==> src/rtl/div_pkg.sv <==
// Shared types and constants for the iterative DIV/IDIV unit.
package div_pkg;

    typedef enum logic [2:0] {
        IDLE  = 3'd0,
        SETUP = 3'd1,
        ITER  = 3'd2,
        FIX   = 3'd3,
        DONE  = 3'd4
    } divState_t;

    localparam logic [4:0] ITER_BYTE = 5'd8;
    localparam logic [4:0] ITER_WORD = 5'd16;

    // Largest signed quotient magnitude the 8088 accepts; -128 / -32768 trap.
    localparam logic [15:0] QMAX_BYTE = 16'd127;
    localparam logic [15:0] QMAX_WORD = 16'd32767;

endpackage

==> src/rtl/div_unit_step.sv <==
// One restoring shift/subtract step of an unsigned division.
// The caller guarantees partRem < divisor, so newRem always fits 16 bits.
module div_step (
    input  logic [15:0] partRem,
    input  logic        nextBit,
    input  logic [15:0] divisor,
    output logic [15:0] newRem,
    output logic        qBit
);

    logic [16:0] trial;
    logic [16:0] diff;

    // Shift in the next dividend bit and keep the difference if it did not borrow.
    always_comb begin
        trial  = {partRem, nextBit};
        diff   = trial - {1'b0, divisor};
        qBit   = ~diff[16];
        newRem = qBit ? diff[15:0] : trial[15:0];
    end

endmodule

==> src/rtl/div_unit.sv <==
// Iterative DIV/IDIV unit: byte (AX / r/m8) and word (DX:AX / r/m16) forms.
//
// Handshake: start is sampled only in IDLE; busy rises one edge later and
// falls on the edge where done pulses for exactly one cycle. divError is
// meaningful while done is high. A new start may be driven during the done
// cycle. quotient/remainder change only on the done edge (when no error)
// or on reset.
module div_unit
    import div_pkg::*;
(
    input  logic        CLKx4,
    input  logic        RESET,
    input  logic        start,
    input  logic        byteWord,
    input  logic        signedOp,
    input  logic [15:0] dividendHi,
    input  logic [15:0] dividendLo,
    input  logic [15:0] divisor,
    output logic        busy,
    output logic        done,
    output logic        divError,
    output logic [15:0] quotient,
    output logic [15:0] remainder,
    output divState_t   stateDbg
);

    divState_t   state;
    logic        isWord, isSigned;
    logic [15:0] capHi, capLo, capDiv;
    logic [15:0] remReg, dqReg, divMag;
    logic [4:0]  count;
    logic        qNeg, rNeg, errFlag;
    logic [15:0] resQ, resR;

    // Setup-stage combinational values derived from the captured request
    logic        dvdSign, divSign;
    logic [31:0] dvdRaw, dvdMag;
    logic [15:0] hiHalf, loHalf, divMagC;
    logic [7:0]  divByteNeg;
    logic        setupErr;

    // Fix-stage combinational values
    logic [15:0] qSigned, rSigned, qLimit, qFinal, rFinal;
    logic        fixErr;

    // Step datapath
    logic [15:0] stepRem;
    logic        stepBit;

    div_step u_step (
        .partRem (remReg),
        .nextBit (dqReg[15]),
        .divisor (divMag),
        .newRem  (stepRem),
        .qBit    (stepBit)
    );

    // Magnitudes, signs and the early overflow / divide-by-zero check.
    always_comb begin
        dvdSign    = isWord ? capHi[15] : capLo[15];
        divSign    = isWord ? capDiv[15] : capDiv[7];
        dvdRaw     = isWord ? {capHi, capLo} : {16'h0000, capLo};
        dvdMag     = (isSigned && dvdSign) ? (~dvdRaw + 32'd1) : dvdRaw;
        divByteNeg = ~capDiv[7:0] + 8'd1;
        if (isWord)
            divMagC = (isSigned && divSign) ? (~capDiv + 16'd1) : capDiv;
        else
            divMagC = {8'h00, (isSigned && divSign) ? divByteNeg : capDiv[7:0]};
        // Byte form left-aligns the low dividend byte so the step always shifts from bit 15.
        hiHalf   = isWord ? dvdMag[31:16] : {8'h00, dvdMag[15:8]};
        loHalf   = isWord ? dvdMag[15:0]  : {dvdMag[7:0], 8'h00};
        setupErr = (divMagC == 16'h0000) || (hiHalf >= divMagC);
    end

    // Apply signs and the 8088 signed quotient range check.
    always_comb begin
        qSigned = qNeg ? (~dqReg + 16'd1) : dqReg;
        rSigned = rNeg ? (~remReg + 16'd1) : remReg;
        qLimit  = isWord ? QMAX_WORD : QMAX_BYTE;
        fixErr  = isSigned && (dqReg > qLimit);
        qFinal  = isWord ? qSigned : {8'h00, qSigned[7:0]};
        rFinal  = isWord ? rSigned : {8'h00, rSigned[7:0]};
    end

    // Control FSM with registered handshake and result outputs.
    always_ff @(posedge CLKx4) begin
        if (RESET) begin
            state     <= IDLE;
            busy      <= 1'b0;
            done      <= 1'b0;
            divError  <= 1'b0;
            quotient  <= 16'h0000;
            remainder <= 16'h0000;
            isWord    <= 1'b0;
            isSigned  <= 1'b0;
            capHi     <= 16'h0000;
            capLo     <= 16'h0000;
            capDiv    <= 16'h0000;
            remReg    <= 16'h0000;
            dqReg     <= 16'h0000;
            divMag    <= 16'h0000;
            count     <= 5'd0;
            qNeg      <= 1'b0;
            rNeg      <= 1'b0;
            errFlag   <= 1'b0;
            resQ      <= 16'h0000;
            resR      <= 16'h0000;
        end else begin
            done <= 1'b0;
            case (state)
                IDLE: begin
                    if (start) begin
                        isWord   <= byteWord;
                        isSigned <= signedOp;
                        capHi    <= dividendHi;
                        capLo    <= dividendLo;
                        capDiv   <= divisor;
                        state    <= SETUP;
                    end
                end
                SETUP: begin
                    busy    <= 1'b1;
                    remReg  <= hiHalf;
                    dqReg   <= loHalf;
                    divMag  <= divMagC;
                    count   <= isWord ? ITER_WORD : ITER_BYTE;
                    qNeg    <= isSigned & (dvdSign ^ divSign);
                    rNeg    <= isSigned & dvdSign;
                    errFlag <= setupErr;
                    state   <= setupErr ? DONE : ITER;
                end
                ITER: begin
                    remReg <= stepRem;
                    dqReg  <= {dqReg[14:0], stepBit};
                    count  <= count - 5'd1;
                    if (count == 5'd1)
                        state <= FIX;
                end
                FIX: begin
                    resQ    <= qFinal;
                    resR    <= rFinal;
                    errFlag <= fixErr;
                    state   <= DONE;
                end
                DONE: begin
                    busy     <= 1'b0;
                    done     <= 1'b1;
                    divError <= errFlag;
                    if (!errFlag) begin
                        quotient  <= resQ;
                        remainder <= resR;
                    end
                    state <= IDLE;
                end
                default: state <= IDLE;
            endcase
        end
    end

    assign stateDbg = state;

endmodule

==> config.mk <==
export PLATFORM = sky130hd
export DESIGN_NAME = div_unit
export DESIGN_NICKNAME = d
export VERILOG_FILES = /design/src/rtl/div_pkg.sv /design/src/rtl/div_unit_step.sv /design/src/rtl/div_unit.sv
export SDC_FILE = /design/constraint.sdc
export NUM_CORES = 1
export LEC_CHECK = 0
export CAP_MARGIN = 0
export CORE_MARGIN = 3
export CORE_UTILIZATION = 55
export DETAILED_ROUTE_END_ITERATION = 6
export DONT_BUFFER_PORTS = 1
export GPL_ROUTABILITY_DRIVEN = 0
export PLACE_DENSITY = 0.7
export SLEW_MARGIN = 10
export SYNTH_ARGS = -nofsm -noshare
export SYNTH_HDL_FRONTEND = slang
export SYNTH_SLANG_ARGS = --single-unit
==> constraint.sdc <==
create_clock -name CLKx4 -period 8.9 [get_ports CLKx4]
set_input_delay 0.445 -clock CLKx4 [delete_from_list [all_inputs] [get_ports CLKx4]]
set_output_delay 0.445 -clock CLKx4 [all_outputs]
set_load 0.01 [all_outputs]
# After elaboration in Yosys (flattened, before gate mapping)
# Index checks and enable logic that the tools add are counted.
[op_classes]
add_sub_neg = 7
n_bitwise = 10
n_reduce_logical = 12
magnitude_cmp = 2
n_eq_ne = 7
muxes = 26
[op_table]
columns = ["operator", "n"]
rows = [
  ["$mux W16", 9],
  ["$mux W32", 2],
  ["$pmux W16 S2", 2],
  ["$add A16 B1 Y16 const B", 3],
  ["$not A16 Y16", 3],
  ["$add A32 B1 Y32 const B", 1],
  ["$not A32 Y32", 1],
  ["$sub A17 B16 Y17", 1],
  ["$ge A16 B16 Y1", 1],
  ["$gt A16 B15 Y1", 1],
  ["$logic_not A16 Y1", 1],
  ["$mux W15", 1],
  ["$pmux W3 S4", 1],
  ["$pmux W5 S2", 1],
  ["$mux W3", 3],
  ["$add A8 B1 Y8 const B", 1],
  ["$mux W8", 1],
  ["$not A8 Y8", 1],
  ["$eq A3 B2 Y1 const B", 2],
  ["$reduce_and A2 Y1", 3],
  ["$reduce_bool A2 Y1", 3],
  ["$eq A5 B1 Y1 const B", 1],
  ["$mux W5", 1],
  ["$sub A5 B1 Y5 const B", 1],
  ["other kinds (11)", 19],
]
[totals]
regBits = 176

# Logic depth before layout (Yosys ltp)
# Gate-level depths: netlist (run 1).
[depth]
ltp_word = 9
mapped_depth = 18
depth_no_buf = 17

# By module
# From an unflattened synthesis (run 1), not the netlist that was laid out.
[unflattened]
hier_cells = 1267
hier_area_um2 = 9903.2
[modules_own_cells]
columns = ["module", "cells_per_inst", "seq_area_each_um2", "area_each_um2", "instances"]
rows = [
  ["div_unit", 1139, 3523.4, 8893.5, 1],
  ["div_step", 128, 0.0, 1009.7, 1],
]

# Worst setup path before layout (run 1)
# No wires, ideal clock.
[synth_timing]
kind = "register to register"
from = "reg capLo[2]"
to = "reg errFlag"
t_required_ns = 8.767
arrival_ns = 3.744
path_stages_with_launch = 16
setup_slack_ns = 5.023
path_buffers = 0
cell_sequence = "dfxtp_1 or3_1 nor4_2 o2111ai_1 o31ai_1 xor2_1 nor2_1 ha_1 a21o_1 a21o_1 a211oi_1 o21bai_1 a21o_1 a221o_1 nor3_1 a211oi_2"
[synth_via]
elab_chain_len = 8
[synth_lines]
columns = ["element", "line_no", "rtl"]
rows = [
  ["start, declared", "div_unit.sv:29", "logic [15:0] capHi, capLo, capDiv;"],
  ["start signal, assigned", "div_unit.sv:116", "capLo <= dividendLo;"],
  ["$mux W32", "div_unit.sv:62", "dvdRaw = isWord ? {capHi, capLo} : {16'h0000, capLo};"],
  ["$not A32 Y32", "div_unit.sv:63", "dvdMag = (isSigned && dvdSign) ? (~dvdRaw + 32'd1) : dvdRaw;"],
  ["$add A32 B1 Y32", "div_unit.sv:63", ""],
  ["$mux W32", "div_unit.sv:63", ""],
  ["$mux W16", "div_unit.sv:70", "hiHalf = isWord ? dvdMag[31:16] : {8'h00, dvdMag[15:8]};"],
  ["$ge A16 B16 Y1", "div_unit.sv:72", "setupErr = (divMagC == 16'h0000) || (hiHalf >= divMagC);"],
  ["$logic_or A1 B1 Y1", "div_unit.sv:72", ""],
  ["$pmux W1 S2", "div_unit.sv:110", "case (state)"],
  ["end signal, assigned", "div_unit.sv:129", "errFlag <= setupErr;"],
  ["end signal, assigned", "div_unit.sv:142", "errFlag <= fixErr;"],
  ["end, declared", "div_unit.sv:32", "logic qNeg, rNeg, errFlag;"],
]
# No other way between the ends.
# A chain may end at the register's enable or synchronous reset.

# Worst setup path in the final report (run 1)
[layout_timing]
from = "reg capLo[2]"
to = "reg state[1] (netlist: stateDbg[1])"
[layout_via]
elab_chain_len = 9
[layout_lines]
columns = ["element", "line_no", "rtl"]
rows = [
  ["$mux W32", "div_unit.sv:62", ""],
  ["$not A32 Y32", "div_unit.sv:63", ""],
  ["$add A32 B1 Y32", "div_unit.sv:63", ""],
  ["$mux W32", "div_unit.sv:63", ""],
  ["$mux W16", "div_unit.sv:70", ""],
  ["$ge A16 B16 Y1", "div_unit.sv:72", ""],
  ["$logic_or A1 B1 Y1", "div_unit.sv:72", ""],
  ["$mux W3", "div_unit.sv:130", "state <= setupErr ? DONE : ITER;"],
  ["$pmux W3 S4", "div_unit.sv:110", ""],
  ["end signal, assigned", "div_unit.sv:130", ""],
  ["end, declared", "div_unit.sv:27", "divState_t state;"],
]
# No other way between the ends.

==> qor.yml, run 1 <==
yosys:
  ys_warn_count: 0
  async_flop_share_pct: 0
  yosys-top-cells-area: "dfxtp_1 (35%), nand2_1 (9.6%), a21oi_1 (8.0%), ha_1 (5.9%), nor2_1 (4.6%)"
  ys.flop_type: "dfxtp_1"
  ys_seq_elements: 176
  syn_nets: 1405
  syn_inst: 1304
  ys_seq_area_share_pct: 35.4
  synthesis.area_um2: 9960
  synthDistinctLibCells: 64
  synth_top_area_share_pct: 35.4
  ys_top_cells_by_count: "nand2_1 (255), dfxtp_1 (176), a21oi_1 (159)"
  synth.largest_area_cell: "dfxtp_1"
  yosysMostFrequentCell: "nand2_1"
  synth-edff-count: 0
  syn_avg_cell_area_um2: 7.64
timing:
  setup-tns-final_ns: 0
  max_slew_margin_pct: 21.3
  worstMarginPinSlew_ns: 1.18
  drv_slew: 0
  hold_viol: 0
  maxClockFrequency_mhz: 228
  period_share_pct: 49.3
  fin_crit_ns: 4.39
  final-setup-viol-count: 0
  rsz0062_at_grt: "false"
  holdWs_ns: 0.105
  skew_ns: 0.0162
clock_tree:
  root_buffer: "clkbuf_16"
  cts_sinks: 176
  cts-htree-levels: 4
  clk_latency_ns: 0.44
  clkSlewWorstSetupHoldPaths_ns: 0.07
  cts_hold_buf: 0
  cts_buffers: 17
  clock_tree.buffer_depth: 2
  post-cts-setup-buffer-count: 0
  cts_resized: 0
  tritoncts: "yes"
grt:
  grt_pass1_vias: 7924
  grt_pass1_wl_mm: 40.6
  grt_max_degree: 177
  grt.overflow.total: 0
  antenna_found_initial: 0
  grt_util_all_layers_pct: 24.8
floorplanning:
  num_io_pins: 91
  floorplan.rows: 48
  die_w_um: 141
  die_y_um: 141
  die_area_um2: 19800
  start_util_pct: 56.8
  core_area_um2: 17500
layout:
  fill_cells: 1686
  n_antenna_cell: 0
  areaGrowthSynthToFinish_pct: 5.79
  layout-drive-gt1-share_pct: 5.02
  nNetsFinal: 1343
worst_setup_path:
  cp.arrival_ns: 4.73
  critPathMaxFanout: 10
  critPathRequiredTime_ns: 9.24
  cp-end-kind: "flop"
  start_kind: "flop"
  crit_type: "flop to flop"
flow_run:
  drv_cap: 0
outcome:
  status: "finished, final reports clean"
detailed_routing:
  vias_per_cell: 5.95
  first_pass_iters: 6
  vias: 8799
  first_iter_violations: 670
  drc_errors: 0
  wl_per_cell_um: 16.7
  ant_nets: 0
  drt_wl_total_mm: 24.7
power_and_ir_drop:
  p_leak_nw: 3.88
  p_per_area_nw_per_um2: 246
  ir_drop_mv: 0.184
hold_path:
  hold_path.class: "input port to flop"
placement:
  io_buffers: 0
  dpl.hpwl_mm: 17.4
-- cells by family after synthesis --
family,synth area share (%)
buf+inv,4.80
simple gates,21.3
xor+xnor,7.12
compound gates,23.2
flops,35.4
fa+ha+maj,6.11
mux,2.09
-- placed cells by master, fill, tap and decap left out, types with 17 or more instances in the layout --
cell       count
dfxtp_1      175
xnor2_1       46
inv_1         36
a211oi_1      36
nor3_1        17
clkbuf_16     17
nor2_1       122
ha_1          47
o31ai_1       22
nand2_1      255
a21oi_1      159
o21ai_0       47
xor2_1        35
-- worst max-delay path, stage by stage, from the launching register on --
cell       delay (ns)
dfxtp_1          0.35
or3_1            0.46
nor4_2           0.60
o2111ai_1        0.39
o31ai_1          0.34
xor2_1           0.17
nor2_1           0.07
ha_1             0.31
a21o_1           0.18
a21o_1           0.17
a211oi_1         0.23
o21bai_1         0.11
a21o_1           0.18
a221o_1          0.33
o31ai_1          0.22
nor3b_1          0.19
-- metal layers --
layer	up-vias	part of all wire (%)	GRT usage, %
met2	269	43	36.0
li1	4448	-	-
met4	0	2.0	7.75
met1	4050	47	36.2
met3	32	7.3	6.11
met5	-	0	0
-- power breakdown --
part           total [mW]  internal, mW  switching, mW
Clock               0.730         0.394          0.336
Combinational       0.906         0.359          0.547
Sequential          0.954         0.851          0.103
-- stage by stage --
stage | instances | power [mW] | cell area (um2) | utilization (%) | setup WS (ns)
after global placement | 1448 | 1.85 | 9960 | 56.8 | 4.69
final | 1479 | 2.59 | 10500 | 60.1 | 4.51
after CTS | 1479 | 2.60 | 10500 | 60.1 | 4.55
after global routing | 1479 | 2.77 | 10500 | 60.1 | 4.22
after floorplan | 1304 | 1.67 | 9960 | - | 5.02
after detailed placement | 1448 | 1.87 | 9960 | 56.8 | 4.57
-- path summary, 6_finish.rpt --
check,slack [ns],end,depth (start not counted),start
worst max-delay path,4.51,stateDbg[1],15,capLo[2]
worst min-delay path,0.11,divMag[9],1,RESET
worst max register to register,4.51,stateDbg[1],15,capLo[2]
worst min register to register,0.45,quotient[4],2,resQ[4]
-- final cells by class --
class / count / area (um2) / area share (%)
multi-input combinational: 1003 / 5970 / 56.6
sequential: 176 / 3520 / 33.5
clock buffer: 17 / 425 / 4.04
tap: 225 / 282 / 2.67
clock inverter: 14 / 145 / 1.38
inverter: 37 / 139 / 1.32
timing repair buffer: 7 / 52.6 / 0.499
No activity file was read; power rests on OpenSTA's default activity.
==> run 2, diff against run 1 <==
Settings changed: PLACE_DENSITY 0.7 to 0.73.
Clock period 8.9 ns to 3.8 ns, I/O delays scaled along.
==> qor.yml, run 2 (synthesis gave the netlist of run 1 again) <==
outcome:
  status: "finished, final reports clean"
layout:
  layout-drive-gt1-share_pct: 9.31  # +4.3 points
  layout.cells.most_common: "nand2_1"
  areaGrowthSynthToFinish_pct: 15.6
  final_cell_mix: "nand2_1 (255), dfxtp_1 (174), a21oi_1 (159)"
  final_core_utilization_pct: 65.6  # +5.6 points
  n_antenna_cell: 0  # unchanged
  design_area_um2: 11500  # +9.3%
  nNetsFinal: 1441  # +7.3%
timing:
  maxClockFrequency_mhz: 270  # +19%
  period_share_pct: 97.4  # +48 points
  max_slew_margin_pct: 20.1  # -1.2 points
  hold_viol: 0  # unchanged
  fin_crit_ns: 3.70  # -0.690 ns
  final-setup-viol-count: 0  # unchanged
  rsz0062_at_grt: "true"
  worstMarginPinSlew_ns: 1.20  # +0.0173 ns
  skew_ns: 0.00678  # -0.00945 ns
  drv_slew: 0  # unchanged
detailed_routing:
  ant_nets: 0  # unchanged
  met1_length_mm: 12.0  # +2.7%
  vias: 9300  # +5.7%
  wl_per_cell_um: 16.4  # -1.3%
  top_layer_used: "met4"
  drc_errors: 0  # unchanged
  vias_per_cell: 5.89  # -0.94%
  wl_met2_mm: 11.9  # +11%
  drt_wl_total_mm: 26.0  # +5.3%
  first_pass_iters: 6  # unchanged
  wl_met3_mm: 1.56  # -13%
  first_iter_violations: 796  # +19%
clock_tree:
  clk_latency_ns: 0.45  # about the same
  tritoncts: "yes"
  cts_buffers: 17  # unchanged
  cts-htree-levels: 4  # unchanged
  clkSlewWorstSetupHoldPaths_ns: 0.07  # about the same
  clock_tree.buffer_depth: 2  # unchanged
  cts_sinks: 176  # unchanged
  root_buffer: "clkbuf_16"
power_and_ir_drop:
  p_leak_nw: 4.36  # +12%
  p_per_area_nw_per_um2: 551  # +120%
  ir_drop_mv: 0.464  # +150%
placement:
  io_buffers: 0  # unchanged
  dpl.hpwl_mm: 17.7  # +1.9%
  dpl_cell_area_um2: 10300  # +3.6%
worst_setup_path:
  crit_top_cell: "buf_4"
  critPathMaxFanout: 3  # -7
  cp-end-kind: "flop"
  path_cells: "or4_4 > a211oi_4 > o2111ai_2 > buf_4 > buf_4 > o41ai_2 > xnor2_1 > and2_1 > ha_1 > o21ai_0 > o21bai_1 > a21o_1 > a221o_1 > o31ai_1 > nor3b_2"
  start_kind: "flop"
  worst_r2r_path_depth: 15  # unchanged
  timing.rr.end: "stateDbg[1]"
  crit_type: "flop to flop"
  cp.arrival_ns: 4.08  # -0.65 ns
  critPathRequiredTime_ns: 4.18  # -5.06 ns
  critical-path-slowest-cell: "or4_4"
  reg2reg_slack_ns: 0.1  # -4.41 ns
  slowest_delay_ns: 0.55  # -0.05 ns
  r2r-start: "capLo[13]"
floorplanning:
  die_w_um: 141  # unchanged
  start_util_pct: 56.8  # unchanged
  die_y_um: 141  # unchanged
  num_io_pins: 91  # unchanged
  core_area_um2: 17500  # unchanged
  floorplan.rows: 48  # unchanged
  die_area_um2: 19800  # unchanged
flow_run:
  drv_cap: 0  # unchanged
hold_path:
  hold_path.class: "input port to flop"
  hold_path_end: "stateDbg[0]"
  hold_start: "start"
  hold-path-cell-count: 2  # +1
grt:
  antenna_found_initial: 0  # unchanged
  grt_pass1_vias: 8636  # +9.0%
  grt_max_degree: 177  # unchanged
  grt_pass1_wl_mm: 42.7  # +5.1%
  grt_util_all_layers_pct: 26.1  # +1.3 points
  grt.overflow.total: 0  # unchanged
run 2: cell count changes in the layout (fill, tap and decap cells not counted), moves of 3 or more:
cell,delta
clkinvlp_4,-3
dlygate4sd3_1,+50
inv_6,-5
inv_8,+3
clkinv_4,+3
buf_4,+47
run 2: layout make-up:
class | instances | area [um2]
Clock buffer | 17 | 425
Clock inverter | 15 | 151
Fill cell | 1517 | 6030
Inverter | 37 | 139
Multi-Input combinational cell | 1003 | 6050
Sequential cell | 176 | 3530
Tap cell | 225 | 282
Timing Repair Buffer | 105 | 933
run 2: how the worst max path moves through the flow:
stage / startpoint / end / slack [ns] / depth (start not counted)
after floorplan: capLo[11] / errFlag / 0.05 / 15
after global placement: capLo[11] / errFlag / 0.01 / 15
after detailed placement: capLo[11] / errFlag / -0.06 / 15
after CTS: capLo[11] / stateDbg[1] / 0.02 / 15
after global routing: capLo[13] / stateDbg[1] / -0.08 / 15
final: capLo[13] / stateDbg[1] / 0.1 / 15
run 2: power breakdown:
group / leakage, nW / internal (mW) / switching [mW]
clock: 0.286 / 0.873 / 0.850
combinational: 2.65 / 1.02 / 1.40
sequential: 1.43 / 1.99 / 0.220
total: 4.36 / 3.88 / 2.47
run 2: metrics by stage:
step	power (mW)	std cells	hold slack [ns]	setup slack (ns)	setup TNS, ns
after global routing	6.73	1578	0.122	-0.0768	-0.122
final	6.35	1578	0.0844	0.0989	0
after CTS	6.30	1576	0.0768	0.0181	0
after detailed placement	4.50	1492	0.283	-0.0553	-0.0951
after global placement	4.45	1492	0.282	0.00963	0
after floorplan	3.92	1304	0.326	0.0481	0
run 2: timing repair:
| action | in CTS | in global routing |
|---|---|---|
| endpoints found under the hold margin | 176 | 0 |
| endpoints found under the setup margin | 3 | 3 |
| resized for setup | 4 | 10 |
| pin swaps | 4 | 17 |
| hold buffers | 51 | 0 |
| setup buffers | 1 | 2 |
run 2: worst max-delay path, delay by kind of cell, from the launching register on:
| kind | cells | cell delay, ns |
|---|---|---|
| AO/OA/AOI/OAI | 8 | 1.66 |
| XOR/XNOR | 1 | 0.14 |
| buffers and inverters | 2 | 0.31 |
| adder cells (fa/ha/maj) | 1 | 0.28 |
| flip-flops | 1 | 0.32 |
| AND/OR/NAND/NOR | 3 | 0.90 |
run 2: per-layer routing:
metal / vias up / GRT usage (%)
met1: 4334 / 36.4
met5: - / 0
met2: 284 / 40.8
met3: 45 / 5.39
li1: 4637 / -
met4: 0 / 7.75
==> run 3, diff against run 2 <==
Settings changed: CTS_BUF_LIST from default to sky130_fd_sc_hd__clkbuf_4 sky130_fd_sc_hd__clkbuf_8, HOLD_SLACK_MARGIN from default to 0.1.
==> qor.yml, run 3 (synthesis gave the netlist of run 1 again) <==
detailed_routing:
  wl_met2_mm: 11.7  # -1.7%
  drc_errors: 0  # unchanged
  vias_per_cell: 5.87  # -0.37%
  first_iter_violations: 731  # -8.2%
  wl_met3_mm: 1.65  # +5.5%
  vias: 9277  # -0.25%
  met1_length_mm: 12.0  # -0.25%
  wl_per_cell_um: 16.3  # -0.77%
  ant_nets: 0  # unchanged
  top_layer_used: "met4"
  drt_wl_total_mm: 25.8  # -0.64%
  first_pass_iters: 5  # -1
layout:
  n_antenna_cell: 0  # unchanged
  fin_cells: 1580  # +0.13%
  design_area_um2: 11400  # -1.3%
  final_cell_mix: "nand2_1 (255), dfxtp_1 (174), a21oi_1 (158)"
  nNetsFinal: 1443  # +0.14%
  layout.cells.most_common: "nand2_1"
  layout-drive-gt1-share_pct: 9.59  # +0.28 points
  areaGrowthSynthToFinish_pct: 14.1
timing:
  skew_ns: 0.00987  # +0.00308 ns
  fin_crit_ns: 3.65  # -0.0493 ns
  hold_viol: 0  # unchanged
  setup-tns-final_ns: 0  # unchanged
  final-setup-viol-count: 0  # unchanged
  worstMarginPinSlew_ns: 1.17  # -0.0229 ns
  max_slew_margin_pct: 21.7  # +1.5 points
  holdWs_ns: 0.177  # +0.0924 ns
  maxClockFrequency_mhz: 274  # +1.3%
  period_share_pct: 96.1  # -1.3 points
  drv_slew: 0  # unchanged
worst_setup_path:
  crit_type: "flop to flop"
  cp.arrival_ns: 4.07  # about the same
  critPathRequiredTime_ns: 4.22  # +0.04 ns
  start_kind: "flop"
  critPathMaxFanout: 5  # +2
  cp-end-kind: "flop"
power_and_ir_drop:
  ir_drop_mv: 0.329  # -29%
  switchingPower_mw: 2.41  # -2.4%
  p_total_mw: 5.91  # -6.9%
  power.share.sequential_pct: 37.5  # +2.6 points
  power.share.combinational_pct: 40.9  # +2.9 points
  p_leak_nw: 4.29  # -1.6%
  swShare_pct: 40.8  # +1.9 points
  p_int_mw: 3.50  # -9.9%
  clkPwrFrac_pct: 21.7  # -5.4 points
  p_per_area_nw_per_um2: 520  # -5.7%
clock_tree:
  cts-htree-levels: 4  # unchanged
  cts_sinks: 176  # unchanged
  clock_tree.buffer_depth: 2  # unchanged
  root_buffer: "clkbuf_8"
  clkSlewWorstSetupHoldPaths_ns: 0.10  # +0.03 ns
  cts_buffers: 17  # unchanged
  clk_latency_ns: 0.49  # +0.04 ns
  tritoncts: "yes"
floorplanning:
  die_y_um: 141  # unchanged
  die_area_um2: 19800  # unchanged
  num_io_pins: 91  # unchanged
  start_util_pct: 56.8  # unchanged
  core_area_um2: 17500  # unchanged
  die_w_um: 141  # unchanged
  floorplan.rows: 48  # unchanged
hold_path:
  hold_path.class: "input port to flop"
placement:
  io_buffers: 0  # unchanged
  dpl_cell_area_um2: 10300  # unchanged
  dp.cells: 1492  # unchanged
  dpl.hpwl_mm: 17.7  # unchanged
grt:
  grt_max_degree: 177  # unchanged
  grt_pass1_wl_mm: 42.1  # -1.3%
  grt_util_all_layers_pct: 25.7  # -0.39 points
  antenna_found_initial: 0  # unchanged
  grt.overflow.total: 0  # unchanged
  grt_pass1_vias: 8576  # -0.69%
outcome:
  status: "finished, final reports clean"
flow_run:
  drv_cap: 0  # unchanged
[run 3: timing repair]
action,in CTS,in global routing
hold buffers,52,0
pin swaps,4,11
endpoints found under the setup margin,3,3
endpoints found under the hold margin,176,0
setup buffers,1,3
gates resized for setup,4,16
[run 3: power by group through the flow]
stage                     registers [mW]  logic, mW  clock network (mW)
after floorplan                     2.16       1.76                   0
after global placement              2.24       2.21                   0
after detailed placement            2.25       2.25                   0
after CTS                           2.20       2.35                1.30
after global routing                2.24       2.68                1.37
final                               2.21       2.41                1.28
[run 3: worst paths after layout]
check	startpoint	endpoint	slack, ns	depth (start not counted)
setup / recovery	capLo[7]	stateDbg[1]	0.15	14
hold / removal	RESET	divMag[10]	0.18	2
setup reg to reg	capLo[7]	stateDbg[1]	0.15	14
hold reg to reg	resQ[6]	quotient[6]	0.45	2
[run 3: cell type report]
class	count	area, um2
multi-input combinational	1003	6080
timing repair buffer	107	951
fill	1554	6180
clock buffer	17	234
inverter	37	139
clock inverter	15	151
tap	225	282
sequential	176	3530
[run 3: routing by layer]
layer / track usage (%) / vias to the layer above
met2: 39.9 / 299
met3: 4.81 / 39
li1: - / 4640
met5: 0 / -
met1: 36.1 / 4299
met4: 8.31 / 0
[run 3: per-stage QoR]
step	util, %	setup WS, ns
after floorplan	-	0.0481
after global placement	58.8	0.00963
after detailed placement	58.8	-0.0553
after CTS	64.3	0.0116
after global routing	64.8	-0.0343
final	64.8	0.148
[run 3: worst max-delay path, stage by stage (launching register included)]
cell and delay, ns:
dfxtp_2 0.33, or4_4 0.57, nor4_4 0.40, a21oi_2 0.12
xnor2_1 0.16, mux2_4 0.30, ha_1 0.27, nand2b_1 0.14
a21o_1 0.17, a21o_1 0.16, a21oi_1 0.12, o21ai_0 0.08
a221o_1 0.37, o31ai_1 0.21, nor3b_2 0.18
